File: src/rtl/proc_sequencer_pkg.sv
// Shared definitions for the program sequencer: sequencer state encoding,
// instruction word width and the halt opcode that ends a program.
package proc_sequencer_pkg;

  localparam int unsigned WORD_W  = 16;
  localparam logic [2:0]  HALT_OP = 3'b111;

  typedef enum logic [2:0] {
    S_IDLE,
    S_ISSUE,
    S_WAIT,
    S_HALT,
    S_ERR
  } state_t;

  // A word whose top three bits equal HALT_OP stops the program instead of
  // being handed to the processor.
  function automatic logic is_halt(input logic [WORD_W-1:0] w);
    return w[WORD_W-1 -: 3] == HALT_OP;
  endfunction

endpackage

File: src/rtl/proc_sequencer_if.sv
// Bundle of the sequencer's control, load and processor-handshake signals.
//   master : sequencer side (drives DIN/Run and status, receives requests)
//   slave  : test/load logic plus processor side (drives Go/Stop/Load*/Done)
// Signals:
//   Go, Stop            start / stop-at-boundary requests
//   LoadEn/Addr/Data    program memory write port (honoured when not busy)
//   Done                processor completion pulse
//   DIN, Run            instruction word and one-cycle issue strobe
//   PC, Count           current address, completed instruction count
//   Busy, Halted, Error status decoded from the sequencer state
interface proc_sequencer_if #(
  parameter int unsigned AW = 5
);
  logic                                Go;
  logic                                Stop;
  logic                                LoadEn;
  logic [AW-1:0]                       LoadAddr;
  logic [proc_sequencer_pkg::WORD_W-1:0] LoadData;
  logic                                Done;
  logic [proc_sequencer_pkg::WORD_W-1:0] DIN;
  logic                                Run;
  logic [AW-1:0]                       PC;
  logic                                Busy;
  logic                                Halted;
  logic                                Error;
  logic [15:0]                         Count;

  modport master (
    input  Go, Stop, LoadEn, LoadAddr, LoadData, Done,
    output DIN, Run, PC, Busy, Halted, Error, Count
  );

  modport slave (
    output Go, Stop, LoadEn, LoadAddr, LoadData, Done,
    input  DIN, Run, PC, Busy, Halted, Error, Count
  );
endinterface

File: src/rtl/proc_sequencer_prog_mem.sv
// Program memory: 2^AW words, one synchronous write port and an
// asynchronous read port. Contents are not reset.
//   clk   : write clock
//   we    : write enable
//   waddr : write address, wdata : write data
//   raddr : read address,  rdata : read data (combinational)
module prog_mem
  import proc_sequencer_pkg::*;
#(
  parameter int unsigned AW = 5
) (
  input  logic              clk,
  input  logic              we,
  input  logic [AW-1:0]     waddr,
  input  logic [WORD_W-1:0] wdata,
  input  logic [AW-1:0]     raddr,
  output logic [WORD_W-1:0] rdata
);

  logic [WORD_W-1:0] mem [2**AW];

  always_ff @(posedge clk) begin
    if (we) mem[waddr] <= wdata;
  end

  assign rdata = mem[raddr];

endmodule

File: src/rtl/proc_sequencer.sv
// Program sequencer: steps through program memory, issuing one word at a
// time to the processor with a one-cycle Run strobe and waiting for Done.
// Stops on a halt word, after the last memory word, on a Stop request at
// the next instruction boundary, or with Error when Done never arrives.
//   Clock : rising-edge clock
//   Reset : asynchronous, active-high
//   bus   : master side of proc_sequencer_if (requests, load port,
//           Done in; DIN, Run, PC, Count and status out)
module proc_sequencer
  import proc_sequencer_pkg::*;
#(
  parameter int unsigned AW      = 5,
  parameter int unsigned TIMEOUT = 7
) (
  input  logic               Clock,
  input  logic               Reset,
  proc_sequencer_if.master   bus
);

  localparam int unsigned   WCW     = $clog2(TIMEOUT + 1);
  localparam logic [AW-1:0] PC_LAST = '1;

  state_t            state;
  logic [AW-1:0]     pc;
  logic [15:0]       count;
  logic [WCW-1:0]    wait_cnt;
  logic              stop_flag;
  logic [WORD_W-1:0] word;
  logic              halt_word;
  logic              can_cmd;
  logic              mem_we;

  // Go and LoadEn are only honoured while nothing is in flight.
  assign can_cmd   = (state == S_IDLE) || (state == S_HALT) || (state == S_ERR);
  assign mem_we    = bus.LoadEn && can_cmd;
  assign halt_word = is_halt(word);

  prog_mem #(.AW(AW)) u_mem (
    .clk   (Clock),
    .we    (mem_we),
    .waddr (bus.LoadAddr),
    .wdata (bus.LoadData),
    .raddr (pc),
    .rdata (word)
  );

  always_ff @(posedge Clock or posedge Reset) begin
    if (Reset) begin
      state     <= S_IDLE;
      pc        <= '0;
      count     <= '0;
      wait_cnt  <= '0;
      stop_flag <= 1'b0;
    end else begin
      case (state)
        S_IDLE, S_HALT, S_ERR: begin
          if (bus.Go) begin
            pc        <= '0;
            count     <= '0;
            stop_flag <= 1'b0;
            state     <= S_ISSUE;
          end
        end
        S_ISSUE: begin
          if (bus.Stop) stop_flag <= 1'b1;
          if (halt_word) begin
            state <= S_HALT;
          end else begin
            wait_cnt <= '0;
            state    <= S_WAIT;
          end
        end
        S_WAIT: begin
          if (bus.Stop) stop_flag <= 1'b1;
          // Done is checked before the timeout so a completion on the last
          // allowed WAIT cycle still counts.
          if (bus.Done) begin
            if (count != '1) count <= count + 16'd1;
            if (stop_flag) begin
              pc    <= pc + AW'(1);
              state <= S_IDLE;
            end else if (pc == PC_LAST) begin
              state <= S_HALT;
            end else begin
              pc    <= pc + AW'(1);
              state <= S_ISSUE;
            end
          end else if (wait_cnt == WCW'(TIMEOUT - 1)) begin
            state <= S_ERR;
          end else begin
            wait_cnt <= wait_cnt + WCW'(1);
          end
        end
        default: state <= S_IDLE;
      endcase
    end
  end

  // Outputs decode from state and the addressed memory word only, so Done
  // never reaches Run combinationally.
  assign bus.Run    = (state == S_ISSUE) && !halt_word;
  assign bus.DIN    = (state == S_ISSUE) ? word : '0;
  assign bus.Busy   = (state == S_ISSUE) || (state == S_WAIT);
  assign bus.Halted = (state == S_HALT);
  assign bus.Error  = (state == S_ERR);
  assign bus.PC     = pc;
  assign bus.Count  = count;

endmodule

File: src/flat_wrapper.sv
// flat-port wrapper written by rule: the top's interface ports become plain ports
module proc_sequencer_flat import proc_sequencer_pkg::*;
#(
  parameter int unsigned AW      = 5,
  parameter int unsigned TIMEOUT = 7
)
  (Clock, Reset, bus_Go, bus_Stop, bus_LoadEn, bus_LoadAddr, bus_LoadData, bus_Done, bus_DIN, bus_Run, bus_PC, bus_Busy, bus_Halted, bus_Error, bus_Count);
  proc_sequencer_if #(.AW(AW)) bus_i ();
  input  logic Clock;
  input  logic Reset;
  input wire logic [$bits(bus_i.Go)-1:0] bus_Go;
  input wire logic [$bits(bus_i.Stop)-1:0] bus_Stop;
  input wire logic [$bits(bus_i.LoadEn)-1:0] bus_LoadEn;
  input wire logic [$bits(bus_i.LoadAddr)-1:0] bus_LoadAddr;
  input wire logic [$bits(bus_i.LoadData)-1:0] bus_LoadData;
  input wire logic [$bits(bus_i.Done)-1:0] bus_Done;
  output wire logic [$bits(bus_i.DIN)-1:0] bus_DIN;
  output wire logic [$bits(bus_i.Run)-1:0] bus_Run;
  output wire logic [$bits(bus_i.PC)-1:0] bus_PC;
  output wire logic [$bits(bus_i.Busy)-1:0] bus_Busy;
  output wire logic [$bits(bus_i.Halted)-1:0] bus_Halted;
  output wire logic [$bits(bus_i.Error)-1:0] bus_Error;
  output wire logic [$bits(bus_i.Count)-1:0] bus_Count;
  assign bus_i.Go = bus_Go;
  assign bus_i.Stop = bus_Stop;
  assign bus_i.LoadEn = bus_LoadEn;
  assign bus_i.LoadAddr = bus_LoadAddr;
  assign bus_i.LoadData = bus_LoadData;
  assign bus_i.Done = bus_Done;
  assign bus_DIN = bus_i.DIN;
  assign bus_Run = bus_i.Run;
  assign bus_PC = bus_i.PC;
  assign bus_Busy = bus_i.Busy;
  assign bus_Halted = bus_i.Halted;
  assign bus_Error = bus_i.Error;
  assign bus_Count = bus_i.Count;
  proc_sequencer #(.AW(AW), .TIMEOUT(TIMEOUT)) u_core (.Clock(Clock), .Reset(Reset), .bus(bus_i));
endmodule
File: config.mk
export PLATFORM = sky130hd
export DESIGN_NAME = proc_sequencer_flat
export DESIGN_NICKNAME = d
export VERILOG_FILES = /design/src/rtl/proc_sequencer_pkg.sv /design/src/rtl/proc_sequencer_if.sv /design/src/rtl/proc_sequencer_prog_mem.sv /design/src/rtl/proc_sequencer.sv /design/src/flat_wrapper.sv
export SDC_FILE = /design/constraint.sdc
export NUM_CORES = 1
export LEC_CHECK = 0
export BUFFER_PORTS_ARGS = -buffer_cell sky130_fd_sc_hd__buf_2
export CORE_ASPECT_RATIO = 1.4
export CORE_MARGIN = 4
export CORE_UTILIZATION = 40
export DETAILED_ROUTE_END_ITERATION = 10
export GPL_ROUTABILITY_DRIVEN = 0
export PLACE_DENSITY_LB_ADDON = 0.08
export RECOVER_POWER = 100
export SLEW_MARGIN = 15
export SYNTH_ARGS = -nofsm -noshare
export SYNTH_HDL_FRONTEND = slang
export SYNTH_SLANG_ARGS = --single-unit
export TNS_END_PERCENT = 1
File: constraint.sdc
create_clock -name Clock -period 3.19 [get_ports Clock]
set_input_delay 0.319 -clock Clock [delete_from_list [all_inputs] [get_ports Clock]]
set_output_delay 0.319 -clock Clock [all_outputs]
set_load 0.05 [all_outputs]
==> results of run 1 <==
==> metal layers <==
layer	track usage	share of wire
met1	0.245	0.41
met2	0.332	0.53
met3	0.0212	0.036
met4	0.0411	0.019
met5	0	0
==> flip-flops by register name, summed over array words and instances (netlist names) <==
name,count
u_core.u_mem.mem,512
u_core.bus.Count,16
u_core.bus.PC,5
u_core.state,3
u_core.wait_cnt,3
u_core.stop_flag,1
==> cell usage in the layout, fill, tap and decap left out, types with 3 or more instances in the layout <==
master        n
a21oi_1      15
a21oi_2       7
a31oi_1       5
buf_12       16
buf_16        7
buf_2        15
buf_4        76
buf_6        11
bufinv_16     3
clkbuf_1     51
clkbuf_16    57
clkinv_1     10
clkinv_2     10
clkinvlp_4    3
dfrtp_1      24
dfrtp_4       3
edfxtp_1    512
ha_1          5
inv_1         9
mux2_2        3
mux2i_1      14
mux4_2      145
nand2_1      44
nand2_2       9
nand2b_1      6
nand3_1      11
nand3b_1      5
nand4_1       5
nor2_1       26
nor2_2       33
nor2b_1      12
nor3_1        4
o211ai_1      4
o21ai_0       7
o21ai_1       7
o221ai_1      5
xnor2_1       4
xor2_1       10
==> cell families after synthesis <==
family / count (synthesis) / synth area share
AOI/OAI and AO/OA: 64 / 0.0202
DFF: 540 / 0.756
and+or+nand+nor: 171 / 0.0373
adders and majority gates: 5 / 0.00294
xor gates and xnor gates: 14 / 0.00576
muxes: 163 / 0.163
buffers and inverters: 58 / 0.0153
==> power by group <==
group / total, mW / switching, mW / internal, mW
Clock: 5.95 / 2.56 / 3.39
Sequential: 8.06 / 0.155 / 7.91
Combinational: 4.60 / 2.33 / 2.27
==> what timing repair did <==
item                                   CTS  global route
setup endpoints to repair               17            35
pin swaps                                1             7
buffers inserted                        11             1
cloned                                   5             2
endpoints found under the hold margin   17             0
hold buffers                             1             0
resized for setup                       35            20
==> metrics by stage <==
step,TNS (ps),setup slack (ps),util
2_1_floorplan,0,94.7,-
3_3_place_gp,0,106,0.441
3_5_place_dp,0,102,0.441
4_1_cts,-1960,-147,0.479
5_1_grt,-2970,-171,0.480
6_report,-1070,-111,0.480
==> layout make-up <==
class / instances / area (um2)
Clock buffer: 68 / 1430
Clock inverter: 28 / 218
Fill cell: 4363 / 27200
Sequential cell: 540 / 16100
Tap cell: 707 / 885
Multi-Input combinational cell: 417 / 5020
Inverter: 9 / 33.8
Timing Repair Buffer: 166 / 1490
==> final timing paths <==
| path | start | endpoint | slack, ps | cells after the start |
|---|---|---|---|---|
| max in group asynchronous | Reset | u_core.bus.Count[7] | 1770 | 4 |
| worst min register to register | u_core.bus.Count[0] | u_core.bus.Count[0] | 540 | 1 |
| worst min-delay path | bus_Go | u_core.state[1] | 30 | 2 |
| worst max-delay path | u_core.bus.PC[0] | bus_DIN[2] | -110 | 7 |
| min in group asynchronous | Reset | u_core.bus.Count[5] | 430 | 3 |
| worst max register to register | u_core.state[2] | u_core.u_mem.mem[31][14] | 150 | 9 |
==> reports/metrics.csv, run 1 <==
stage,metric,value,unit
outcome,status,"complete, but fails checks",
outcome,failing checks,"max-capacitance violations, max-slew violations, negative setup slack",
power,total chip power,18.6,mW
clock_tree,Clock Path Buffers,3,
power,P_leak,7.97,nW
placed_design,input/output buffers,67,
timing,Final Max Tran Viols,33,
routing,routed len/inst,27.1,um
routing,Vias,10400,
synth,"top cells by area, synth","edfxtp_1 (72%), mux4_2 (15%), dfrtp_1 (3.3%)",
synth,syn_nets,1047,
final_layout,post-route cell area,25200,um2
synth,Main synth FF type,edfxtp_1,
clock_tree,cts bufs inserted,53,
final_layout,Diodes inserted,0,
setup_path,CP Capture Type,output port,
placed_design,Placed Instances,1820,
floorplan,core footprint,52400,um2
global_routing,largest net degree at the start of global routing,33,
setup_path,CP bufs+invs,3,
setup_path,data required time of the worst path,2870,ps
timing,skew final,14.9,ps
timing,f_max,303,MHz
clock_tree,Root Driver,clkbuf_16,
synth,sequential fraction of the synthesis area,0.756,
timing,RSZ-0062 raised after global routing,yes,
timing,final worst slack,-111,ps
routing,DRT iter0 DRCs,618,
routing,Pre-antenna DRT Iters,7,
routing,Final ANT Viol Nets,0,
synth,asr flop ratio synth,0.0519,
final_layout,share of layout cells above drive strength 1,0.336,
synth,Unique masters post-synth,50,
global_routing,antenna violations before repair,0,
clock_tree,clock-pin slew on the worst setup and hold paths,60,ps
synth,Commonest cells post-synth,"edfxtp_1 (512), mux4_2 (145), nor2_1 (59)",
routing,Via density,5.39,
synth,syn_area_per_cell,21.0,um2
floorplan,Die Ht,281,um
clock_tree,CTS tree,done,
final_layout,fin cells,1935,
final_layout,area growth from synthesis to layout,18.2,%
setup_path,CP max stage delay,550,ps
synth,area of the mapped netlist,21300,um2
floorplan,die width,203,um
power,pwr dens,740,nW/um2
placed_design,Detailed Place HPWL,31.6,mm
timing,Final Hold Viols,0,
synth,synth warn,0,
clock_tree,total clock sinks,540,
timing,Tmin final,3300,ps
floorplan,Die ar.,57000,um2
synth,Synth area leader,edfxtp_1,
floorplan,IO Pins,68,
setup_path,arrival time worst endpoint,2980,ps
clock_tree,H-tree Lvls,2,
global_routing,gr usage total,0.185,
setup_path,CP max FO,8,
global_routing,GR Overflow Total,0,
timing,Tcrit/Tclk final,1.03,
floorplan,starting density of the core,0.406,
setup_path,Crit path max-delay family,multiplexers,
power,VDD IR max,413,uV
synth,share of the synthesized area in the top cell type,0.723,
min_path,Hold Crit Class,in2reg,
timing,Worst Hold Slack,29.2,ps
routing,drt drc,0,
timing,Rel. slew slack,-0.00656,
setup_path,Crit Path Category,reg2out,
setup_path,Worst setup SP type,register,
floorplan,row count,99,
final_layout,Layout Nets,1219,
synth,top-count cell post-synth,edfxtp_1,
timing,# setup viols final,16,
placed_design,DP Area,23100,um2
job,max-cap violations,1,
global_routing,vias in the first global route,11200,
synth,"EDFF count, synth",512,
routing,Final Routed Wirelength,52.5,mm
setup_path,CP Cell Sequence,buf_12 > buf_12 > mux4_2 > mux4_2 > nand2_1 > a21oi_1 > buf_4,
clock_tree,Skew-Pair Late Insertion Delay,580,ps
setup_path,Worst path slowest cell,dfrtp_4,
global_routing,first-pass GRT wire length,76.9,mm
synth,number of synthesized register bits,540,
synth,Synth Instances,1015,
timing,slew at the pin closest to its max-slew limit,1510,ps
(Power assumes the default switching activity.)
==> run 2, diff against run 1 <==
--- a/config.mk
+++ b/config.mk
@@ -9,9 +9,10 @@
 export CORE_ASPECT_RATIO = 1.4
 export CORE_MARGIN = 4
 export CORE_UTILIZATION = 40
+export CTS_BUF_LIST = sky130_fd_sc_hd__clkbuf_8 sky130_fd_sc_hd__clkbuf_16
 export DETAILED_ROUTE_END_ITERATION = 10
 export GPL_ROUTABILITY_DRIVEN = 0
-export PLACE_DENSITY_LB_ADDON = 0.08
+export PLACE_DENSITY = 0.56
 export RECOVER_POWER = 100
 export SLEW_MARGIN = 15
 export SYNTH_ARGS = -nofsm -noshare
==> constraint.sdc (replaced) <==
create_clock -name Clock -period 3.1 [get_ports Clock]
set_input_delay 0.31 -clock Clock [delete_from_list [all_inputs] [get_ports Clock]]
set_output_delay 0.31 -clock Clock [all_outputs]
set_load 0.05 [all_outputs]
==> reports/metrics.csv, run 2 (synthesis gave the netlist of run 1 again) <==
stage,metric,value,unit,change
timing,Tcrit/Tclk final,1.05,,
floorplan,Die Ht,281,um,unchanged
clock_tree,clock-pin slew on the worst setup and hold paths,60,ps,about the same
floorplan,core footprint,52400,um2,unchanged
routing,drt drc,0,,unchanged
setup_path,data required time of the worst path,2790,ps,-80 ps
power,P_leak,7.90,nW,-0.90%
final_layout,share of layout cells above drive strength 1,0.305,,-0.0303
final_layout,"most common cell after layout, fill and taps aside",edfxtp_1,,
setup_path,CP max stage delay,510,ps,-40 ps
outcome,status,"complete, but fails checks",,
job,max-cap violations,0,,-1
final_layout,Largest register FFs,512,,unchanged
global_routing,first-pass GRT wire length,74.1,mm,-3.5%
placed_design,Detailed Place HPWL,29.9,mm,-5.6%
final_layout,fillers,4338,,-0.57%
global_routing,vias in the first global route,11000,,-1.6%
global_routing,antenna violations before repair,1,,+1
timing,slew at the pin closest to its max-slew limit,1420,ps,-89.1 ps
routing,Vias,10400,,-0.15%
timing,RSZ-0062 raised after global routing,yes,,
routing,routed len/inst,26.2,um,-3.2%
setup_path,Worst setup SP type,register,,
setup_path,CP max FO,7,,-1
timing,Worst Hold Slack,40.0,ps,+10.8 ps
clock_tree,CTS tree,done,,
min_path,Hold Crit Class,in2reg,,
floorplan,starting density of the core,0.406,,unchanged
timing,Rel. slew slack,0.0528,,+0.0594
timing,skew final,18.1,ps,+3.16 ps
power,pwr dens,744,nW/um2,+0.61%
timing,Final Hold Viols,0,,unchanged
setup_path,CP bufs+invs,4,,+1
global_routing,gr usage total,0.176,,-0.00908
clock_tree,Root Driver,clkbuf_16,,
setup_path,CP Capture Type,output port,,
floorplan,IO Pins,68,,unchanged
setup_path,Crit Path Category,reg2out,,
floorplan,Die ar.,57000,um2,unchanged
timing,Final Max Tran Viols,0,,-100%
timing,f_max,308,MHz,
clock_tree,Clock Path Buffers,3,,unchanged
routing,Final Routed Wirelength,50.6,mm,-3.6%
placed_design,input/output buffers,67,,unchanged
setup_path,CP Cell Sequence,buf_12 > buf_6 > buf_12 > mux4_2 > mux4_2 > nand2_2 > a21oi_2 > buf_6,,
power,VDD IR max,391,uV,-5.3%
timing,final worst slack,-146,ps,-35.4 ps
timing,Tmin final,3250,ps,
final_layout,area growth from synthesis to layout,16.6,%,
final_layout,"commonest non-fill, non-tap cells in the layout","edfxtp_1 (512), mux4_2 (145), clkbuf_16 (54)",,
outcome,failing checks,negative setup slack,,
final_layout,Largest Register,u_core.u_mem.mem,,
routing,Pre-antenna DRT Iters,4,,-3
global_routing,largest net degree at the start of global routing,35,,+6.1%
floorplan,die width,203,um,unchanged
routing,Final ANT Viol Nets,0,,unchanged
timing,# setup viols final,16,,unchanged
clock_tree,H-tree Lvls,2,,unchanged
routing,Via density,5.40,,+0.26%
final_layout,"Core Util, Final",0.473,,-0.00671
floorplan,row count,99,,unchanged
clock_tree,Skew-Pair Late Insertion Delay,570,ps,about the same
setup_path,arrival time worst endpoint,2940,ps,-40 ps
routing,DRT iter0 DRCs,839,,+36%
clock_tree,cts bufs inserted,50,,-5.7%
setup_path,Worst path slowest cell,mux4_2,,
final_layout,Layout Nets,1213,,-0.49%
clock_tree,total clock sinks,540,,unchanged
global_routing,GR Overflow Total,0,,unchanged
setup_path,Crit path max-delay family,multiplexers,,
[run 2: cell types whose count changed in the layout (fill, tap and decap cells not counted), sizes merged]
| cell | change |
|---|---|
| buf | -39 |
| bufbuf | +1 |
| bufinv | -2 |
| clkbuf | +18 |
| clkinv | -8 |
| clkinvlp | -1 |
| diode | +1 |
| inv | +22 |
[run 2: power breakdown]
group | internal (mW) | switching, mW
registers | 8.13 | 0.162
clock network | 3.06 | 2.55
logic | 2.23 | 2.33
total | 13.4 | 5.04
[run 2: through the flow]
| stage | setup TNS (ps) | instance area (um2) | setup WS (ps) | instances | power (mW) |
|---|---|---|---|---|---|
| finish | -1450 | 24800 | -146 | 1927 | 18.5 |
| global route | -3850 | 24800 | -197 | 1926 | 19.2 |
| CTS | -2170 | 25000 | -192 | 1912 | 18.5 |
| detailed placement | 0 | 23200 | 303 | 1810 | 12.5 |
| global placement | 0 | 23200 | 324 | 1810 | 12.5 |
| floorplan | 0 | 21300 | 13.7 | 1015 | 11.4 |
[run 2: path summary, 6_finish.rpt]
path,from,to,slack (ps),depth (start not counted)
max,u_core.bus.PC[0],bus_DIN[2],-150,8
min,bus_Go,u_core.state[1],40,2
max reg2reg,u_core.state[1],u_core.u_mem.mem[3][9],160,8
min reg2reg,u_core.bus.Count[1],u_core.bus.Count[1],560,2
max in group asynchronous,Reset,u_core.bus.Count[3],1760,4
min in group asynchronous,Reset,u_core.bus.PC[0],490,3
[run 2: metal layers]
metal  global-route usage  up-vias  share of wire
li1                     -     4516              -
met2                0.314      254           0.53
met4               0.0460        0          0.023
met1                0.229     5572           0.40
met3               0.0233       64          0.044
met5                    0        -              0
[run 2: worst register-to-register path, delay by kind of cell, from the launching register on]
kind            cells  cell delay (ps)
buf+inv             2              910
simple gates        5              980
flops               1              460
compound gates      1              190
[run 2: final cells by class]
| class | count | area (um2) | area share |
|---|---|---|---|
| Antenna cell | 1 | 2.50 | 0.000101 |
| Clock buffer | 51 | 1280 | 0.0514 |
| Clock inverter | 39 | 208 | 0.00837 |
| Inverter | 9 | 33.8 | 0.00136 |
| Multi-Input combinational cell | 417 | 4980 | 0.201 |
| Sequential cell | 540 | 16100 | 0.649 |
| Tap cell | 707 | 885 | 0.0357 |
| Timing Repair Buffer | 163 | 1330 | 0.0537 |
[run 2: what timing repair did]
item,CTS,global route
pin swaps,5,5
setup buffers,9,13
gates resized for setup,42,31
endpoints found under the hold margin,21,0
gates cloned,2,3
setup endpoints to repair,17,17
hold buffers,1,0
